`config.mk`:
```
export PLATFORM = sky130hd
export DESIGN_NAME = elegant_regfile
export DESIGN_NICKNAME = d
export VERILOG_FILES = /design/src/rtl/elegant_regfile.sv
export SDC_FILE = /design/constraint.sdc
export NUM_CORES = 1
export LEC_CHECK = 0
export ABC_CLOCK_PERIOD_IN_PS = 5630
export BUFFER_PORTS_ARGS = -buffer_cell sky130_fd_sc_hd__buf_2
export CAP_MARGIN = 20
export CORE_AREA = 2 2 167 169
export CTS_CLUSTER_DIAMETER = 150
export DETAILED_ROUTE_END_ITERATION = 10
export DIE_AREA = 0 0 169 171
export HOLD_SLACK_MARGIN = 0.05
export PLACE_DENSITY = 0.55
export SETUP_SLACK_MARGIN = 0.1
export SYNTH_ARGS = -nofsm -noshare
export SYNTH_HDL_FRONTEND = slang
export SYNTH_SLANG_ARGS = --single-unit
```
`constraint.sdc`:
```
create_clock -name clk -period 5.63 [get_ports clk]
set_input_delay 0.2815 -clock clk [delete_from_list [all_inputs] [get_ports clk]]
set_output_delay 0.2815 -clock clk [all_outputs]
set_load 0.02 [all_outputs]
```
`src/rtl/elegant_regfile.sv`:
```
// DEPTH x WIDTH register file with a lane-masked write port, a registered read port,
// per-entry valid bits, a live occupancy count and a one-cycle invalidate-all.

module elegant_regfile_lane #(
  parameter int LANE_W = 8
) (
  input  logic [LANE_W-1:0] old_lane,
  input  logic [LANE_W-1:0] new_lane,
  input  logic              en,
  output logic [LANE_W-1:0] merged_lane
);
  assign merged_lane = en ? new_lane : old_lane;
endmodule

module elegant_regfile #(
  parameter int WIDTH  = 16,
  parameter int LANE_W = 8,
  parameter int ADDR_W = 3,
  parameter bit BYPASS = 1'b1,
  localparam int LANES = WIDTH / LANE_W,
  localparam int DEPTH = 2 ** ADDR_W
) (
  input  logic              clk,
  input  logic              rst,
  input  logic              wr_en,
  input  logic [ADDR_W-1:0] wr_addr,
  input  logic [WIDTH-1:0]  wr_data,
  input  logic [LANES-1:0]  wr_mask,
  input  logic              rd_en,
  input  logic [ADDR_W-1:0] rd_addr,
  input  logic              clr,
  output logic [WIDTH-1:0]  rd_data,
  output logic              rd_ack,
  output logic              rd_vld,
  output logic [ADDR_W:0]   occupancy
);

  logic [DEPTH-1:0][WIDTH-1:0] mem_q, mem_d;
  logic [DEPTH-1:0]            valid_q, valid_d;
  logic [ADDR_W:0]             occ_q, occ_d;
  logic [WIDTH-1:0]            rd_data_q, rd_data_d;
  logic                        rd_ack_q, rd_ack_d;
  logic                        rd_vld_q, rd_vld_d;

  logic                        wr_hit;
  logic [WIDTH-1:0]            wr_base;
  logic [WIDTH-1:0]            wr_merged;

  // Invalid entries contribute zeros to a partial write, so stale bits left
  // behind by clr never resurface once the entry becomes valid again.
  assign wr_hit  = wr_en && (|wr_mask);
  assign wr_base = valid_q[wr_addr] ? mem_q[wr_addr] : '0;

  for (genvar i = 0; i < LANES; i++) begin : g_lane
    elegant_regfile_lane #(.LANE_W(LANE_W)) u_lane (
      .old_lane   (wr_base[i*LANE_W +: LANE_W]),
      .new_lane   (wr_data[i*LANE_W +: LANE_W]),
      .en         (wr_mask[i]),
      .merged_lane(wr_merged[i*LANE_W +: LANE_W])
    );
  end

  always_comb begin
    mem_d   = mem_q;
    valid_d = clr ? '0 : valid_q;
    if (wr_hit) begin
      mem_d[wr_addr]   = wr_merged;
      valid_d[wr_addr] = 1'b1;
    end

    occ_d = '0;
    for (int i = 0; i < DEPTH; i++) begin
      occ_d = occ_d + {{ADDR_W{1'b0}}, valid_d[i]};
    end

    rd_ack_d  = rd_en;
    rd_data_d = rd_data_q;
    rd_vld_d  = rd_vld_q;
    if (rd_en) begin
      if (BYPASS && wr_hit && (wr_addr == rd_addr)) begin
        rd_data_d = wr_merged;
        rd_vld_d  = 1'b1;
      end else begin
        rd_data_d = valid_q[rd_addr] ? mem_q[rd_addr] : '0;
        rd_vld_d  = valid_q[rd_addr];
      end
    end
  end

  always_ff @(posedge clk) begin
    if (rst) begin
      mem_q     <= '0;
      valid_q   <= '0;
      occ_q     <= '0;
      rd_data_q <= '0;
      rd_ack_q  <= 1'b0;
      rd_vld_q  <= 1'b0;
    end else begin
      mem_q     <= mem_d;
      valid_q   <= valid_d;
      occ_q     <= occ_d;
      rd_data_q <= rd_data_d;
      rd_ack_q  <= rd_ack_d;
      rd_vld_q  <= rd_vld_d;
    end
  end

  assign rd_data   = rd_data_q;
  assign rd_ack    = rd_ack_q;
  assign rd_vld    = rd_vld_q;
  assign occupancy = occ_q;

endmodule

```
### Word-level counts from Yosys, hierarchy flattened

Cells that the tools add are included.

| storage, ports and cells | value |
|---|---|
| register bits | 158 |
| word-level logic and storage cells | 50 |
| latch bits | 0 |
| memory bits (read-only) | 0 |
| memories kept | 0 |
| bits in writable memories | 0 |

| operators by class | value |
|---|---|
| bitwise operators | 1 |
| magnitude comparators | 3 |
| multipliers | 0 |
| equal/unequal tests | 1 |
| shift-type cells | 0 |
| reduce and logical (&&, ||, !) cells | 4 |
| $add $sub $neg | 7 |
| div/mod/pow operators | 0 |
| mux-type cells | 21 |

Operator list:

| operator | count |
|---|---|
| $bwmux 128 | 1 |
| $bmux 16 s3 | 2 |
| $mux 16 | 6 |
| $demux 16 s3 | 1 |
| $mux 8 | 4 |
| $add 4x1->4 | 4 |
| $lt 3x4->1 const B | 2 |
| $or 8x8->8 | 1 |
| $bmux 1 s3 | 2 |
| $add 3x1->4 | 1 |
| $mux 1 | 4 |
| $add 2x1->3 | 1 |
| $demux 1 s3 | 1 |
| $eq 3x3->1 | 1 |
| $ge 3x1->1 const B | 1 |
| $logic_and 1x1->1 | 3 |
| $add 1x1->2 | 1 |
| $reduce_or 2->1 | 1 |

### Longest topological paths before layout

| logic depth | value |
|---|---|
| depth after elaboration | 13 |
| depth in mapped cells | 17 |
| gate-level depth less buffers | 15 |

### Hierarchy

From an unflattened synthesis, not the netlist that was laid out.

| unflattened totals | value |
|---|---|
| cells, all modules | 898 |
| area, all modules | 8536.9 um^2 |

By module, submodules not included:

| module | area an instance (um^2) | sequential area each (um^2) | cells an instance | times used |
|---|---|---|---|---|
| elegant_regfile | 8274.2 | 3163.0 | 880 | 1 |
| elegant_regfile_lane | 131.4 | 0.0 | 9 | 2 |

### Worst setup path before layout

No wires, ideal clock.

| timing | value |
|---|---|
| path type | input -> register |
| start | in wr_addr[0] |
| end | reg occ_q[2], in the netlist occupancy[2] |
| cell stages on the path | 17 |
| arrival time | 3.805 ns |
| path slack | 1.697 ns |
| library setup time | 0.128 ns |
| path buffers | 3 |
| cell sequence | buf_4 > buf_6 > or2_2 > nor3_2 > buf_4 > a21oi_1 > fa_1 > inv_1 > fa_1 > inv_1 > fa_1 > inv_1 > ha_1 > inv_1 > fa_1 > xor2_1 > nor2_1 |

| on the way | value |
|---|---|
| cells in the longest elaborated chain, start to end | 13 |
| elaborated cells on any way between the ends | 14 |
| those cells by class | add/sub (7); order compare (2); mux (3); bitwise (1); reduce/logical (1) |

RTL lines:

| element | RTL line | source |
|---|---|---|
| start: declaration | 26 | `input logic [ADDR_W-1:0] wr_addr,` |
| $lt 3x4->1 (not written as such) / $ge 3x1->1 (equally long branches) | 68 | `valid_d[wr_addr] = 1'b1;` |
| $logic_and 1x1->1 (not written as such) | 68 |  |
| $mux 1 (not written as such) | 68 |  |
| $demux 1 s3 (*) | 68 |  |
| $or 8x8->8 (no line) (*) | - |  |
| $mux 8 (*) | 66 | `if (wr_hit) begin` |
| $add 1x1->2 | 73 | `occ_d = occ_d + {{ADDR_W{1'b0}}, valid_d[i]};` |
| $add 2x1->3 | 73 |  |
| $add 3x1->4 | 73 |  |
| $add 4x1->4 (3 in a row) | 73 |  |
| $add 4x1->4 (*) | 73 |  |
| end signal: assignment | 94 | `occ_q <= '0;` |
| end signal: assignment | 101 | `occ_q <= occ_d;` |
| end: declaration | 40 | `logic [ADDR_W:0] occ_q, occ_d;` |

Every way passes the cells marked *; elsewhere a longest branch is shown, timed or not.
A chain may end at the register's enable or synchronous reset.

### Worst setup path after layout

| timing | value |
|---|---|
| start | in wr_mask[1] |
| end | reg occ_q[2], in the netlist occupancy[2] |

| on the way | value |
|---|---|
| cells in the longest elaborated chain, start to end | 10 |

RTL lines:

| element | RTL line | source |
|---|---|---|
| start: declaration | 28 | `input logic [LANES-1:0] wr_mask,` |
| $reduce_or 2->1 (*) | 51 | `assign wr_hit = wr_en && (\|wr_mask);` |
| $logic_and 1x1->1 (*) | 51 |  |
| $mux 8 (*) | 66 |  |
| $add 1x1->2 | 73 |  |
| $add 2x1->3 | 73 |  |
| $add 3x1->4 | 73 |  |
| $add 4x1->4 (3 in a row) | 73 |  |
| $add 4x1->4 (*) | 73 |  |

Marks and branches as above.

==> results.json <==
{
  "status": "finished clean",
  "clk_path_buf_depth": 2,
  "fin_crit_sh_pct": 62.2,
  "ys_warn_count": 0,
  "path_clk_slew_ns": 0.06,
  "portBuffers": 50,
  "ant_nets": 0,
  "hold_viol_final": 0,
  "synth_nets": 779,
  "die_w_um": 169,
  "grt_setup_unrepaired": "no",
  "wl_mm": 21.9,
  "cap_violations": 0,
  "hpwl_mm": 12.9,
  "yosys.area_share.simple_pct": 9.23,
  "drv_slew": 0,
  "p_leak_uw": 0.00299,
  "ys_top_cells_by_area": "dfxtp_1, mux4_2, a211oi_1, nor2_1, mux2i_1",
  "critPathArrivalTime_ns": 3.79,
  "area_growth_pct": 13.6,
  "final_cell_mix": "dfxtp_1, nor2_1, a211oi_1",
  "synth_seq_area_share_pct": 39.7,
  "cts_tree": "built",
  "cts_resized": 0,
  "regToRegSetupSlack_ns": 2.56,
  "tns_ns": 0,
  "synth_top_family_by_area": "multiplexers",
  "slew_headroom_pct": 23.1,
  "p_per_area_mw_per_mm2": 286,
  "min_period_ns": 3.50,
  "yosysTopAreaCell": "dfxtp_1",
  "drive_gt1_share_pct": 28.2,
  "h-tree-depth": 4,
  "synth-xor-area-share_pct": 0.439,
  "end_kind": "register",
  "clock_tree.root_cell": "clkbuf_16",
  "grt_first_pass_wirelength_mm": 34.8,
  "drc_errors": 0,
  "cts_buffers": 17,
  "dieArea_mm2": 0.0289,
  "cts_setup_buffers": 0,
  "rr_startpoint": "valid_q[0]",
  "antenna_found_initial": 0,
  "synth_edf_count": 0,
  "gp_congestion": 0.780,
  "clock_skew_ns": 0.00524,
  "place_inst": 1086,
  "vdd_ir_drop_max_mv": 0.147,
  "n_antenna_cell": 0,
  "fin_nets": 795,
  "layout_commonest_cell": "dfxtp_1",
  "yosysTopAreaCellShare_pct": 39.7,
  "reg2reg_depth": 12,
  "wl_per_cell_um": 19.6,
  "required_ns": 5.92,
  "io_pins": 51,
  "drtIter0Drc": 397,
  "synth_cell_types": 39,
  "worstSetupPathType": "in -> reg",
  "final_cell_count_no_fill": 1118,
  "critPathSlowestCell": "fa_1",
  "cts_sinks": 158,
  "worstPathCellList": "buf_2 -> o21ai_0 -> or2_2 -> nor3_4 -> a21oi_1 -> fa_1 -> inv_1 -> fa_1 -> inv_1 -> fa_1 -> inv_1 -> ha_1 -> inv_1 -> fa_1 -> xor2_1 -> nor2_1",
  "overflow": 0,
  "rows": 61,
  "synth-compound-area-share_pct": 20.7,
  "grt_max_degree": 79,
  "tightest_slew_ns": 1.15,
  "grt_pass1_vias": 6075,
  "setup.worst_path.start": "wr_mask[1]",
  "cpPeakStageDelay_ns": 0.55,
  "cp-start-kind": "input pin",
  "netlist_area_mm2": 0.00797,
  "netlist_instances": 743,
  "async_flop_share_pct": 0,
  "min_path_cells": 2,
  "hp-start": "rd_en",
  "fp.dieH_um": 171,
  "hold_class": "in -> reg",
  "cp_max_fo": 10,
  "avgSynthCellArea_um2": 10.7,
  "synth.ff_latch_count": 158,
  "design.core.area_mm2": 0.0273,
  "first_pass_iters": 4,
  "start_util_pct": 29.2,
  "postCtsHoldBufs": 0,
  "yosys-mux-area-fraction_pct": 23.6,
  "setup_viol": 0,
  "num_vias": 6036,
  "synth-adder-area-share_pct": 1.48,
  "clk_latency_ns": 0.42,
  "routed_via_density": 5.40,
  "synthFlopType": "dfxtp_1",
  "gr-usage-all-layers_pct": 15.7,
  "fmax_mhz": 285
}
-- synth_stat cells, types with 4 or more instances --
library cell    n
o211ai_1       16
inv_1           8
nand2_1        20
a211oi_1      136
buf_2          28
fa_1            4
nor2_1        141
a21oi_2        16
dfxtp_1       158
nor2b_1         5
mux4_2         66
mux2_2         17
a211oi_2        8
mux2i_1        20
a32oi_1        16
clkbuf_1       34
a21oi_1         8
buf_4           8
-- kinds of logic (layout without fill, tap and decap cells) --
| logic type | after synthesis | in the layout |
|---|---|---|
| xor gates and xnor gates | 4 | 4 |
| and+or+nand+nor | 181 | 181 |
| DFF | 158 | 158 |
| buffers and inverters | 81 | 110 |
| muxes | 103 | 103 |
| adders and majority gates | 7 | 7 |
| AOI/OAI and AO/OA | 209 | 209 |
-- cell type report --
cell class              count  area, um2
clock inverters            12        144
multi-input cells         504       4440
clock buffers              20        447
repair buffers             70        403
flip-flops and latches    158       3160
inverters                   8       30.0
fillers                  2770      18300
well taps                 346        433
-- worst max-delay path: cells and delay by family --
kind            cells  cell delay [ns]
xor+xnor            1             0.14
simple gates        3             0.57
compound gates      2             0.27
fa+ha+maj           5             2.05
buf+inv             5             0.48
-- registers in the layout, summed over array words and instances, names as in the netlist --
signal	flops
mem_q	128
occupancy	4
rd_ack	1
rd_data	16
rd_vld	1
valid_q	8
-- metrics by stage --
step,power (uW),hold WS [ns],cell area (um2),utilization (%),setup WS (ns)
after floorplan,1380,0.390,7970,-,1.70
after CTS,2610,0.0776,9060,33.1,2.12
after global routing,2690,0.0953,9060,33.1,1.95
after global placement,1450,0.477,8470,31.0,1.69
after detailed placement,1450,0.486,8470,31.0,1.70
final,2590,0.0886,9060,33.1,2.13
-- path summary, 6_finish.rpt --
kind / end
worst max-delay path: occupancy[2]
worst min-delay path: rd_vld
worst max register to register: occupancy[2]
worst min register to register: rd_data[1]
-- layer usage --
| layer | track usage [%] | wire length [um] | up-vias |
|---|---|---|---|
| met2 | 28.1 | 11200 | 136 |
| li1 | - | - | 2904 |
| met1 | 19.2 | 9530 | 2966 |
| met5 | 0 | 0 | - |
| met3 | 2.24 | 809 | 30 |
| met4 | 5.69 | 411 | 0 |
-- report_power, final --
group | internal (uW) | switching, uW | total, uW
Clock | 705 | 459 | 1160
Sequential | 1150 | 21.1 | 1170
Combinational | 100 | 154 | 255
Total | 1950 | 635 | 2590
(Power assumes the default switching activity.)
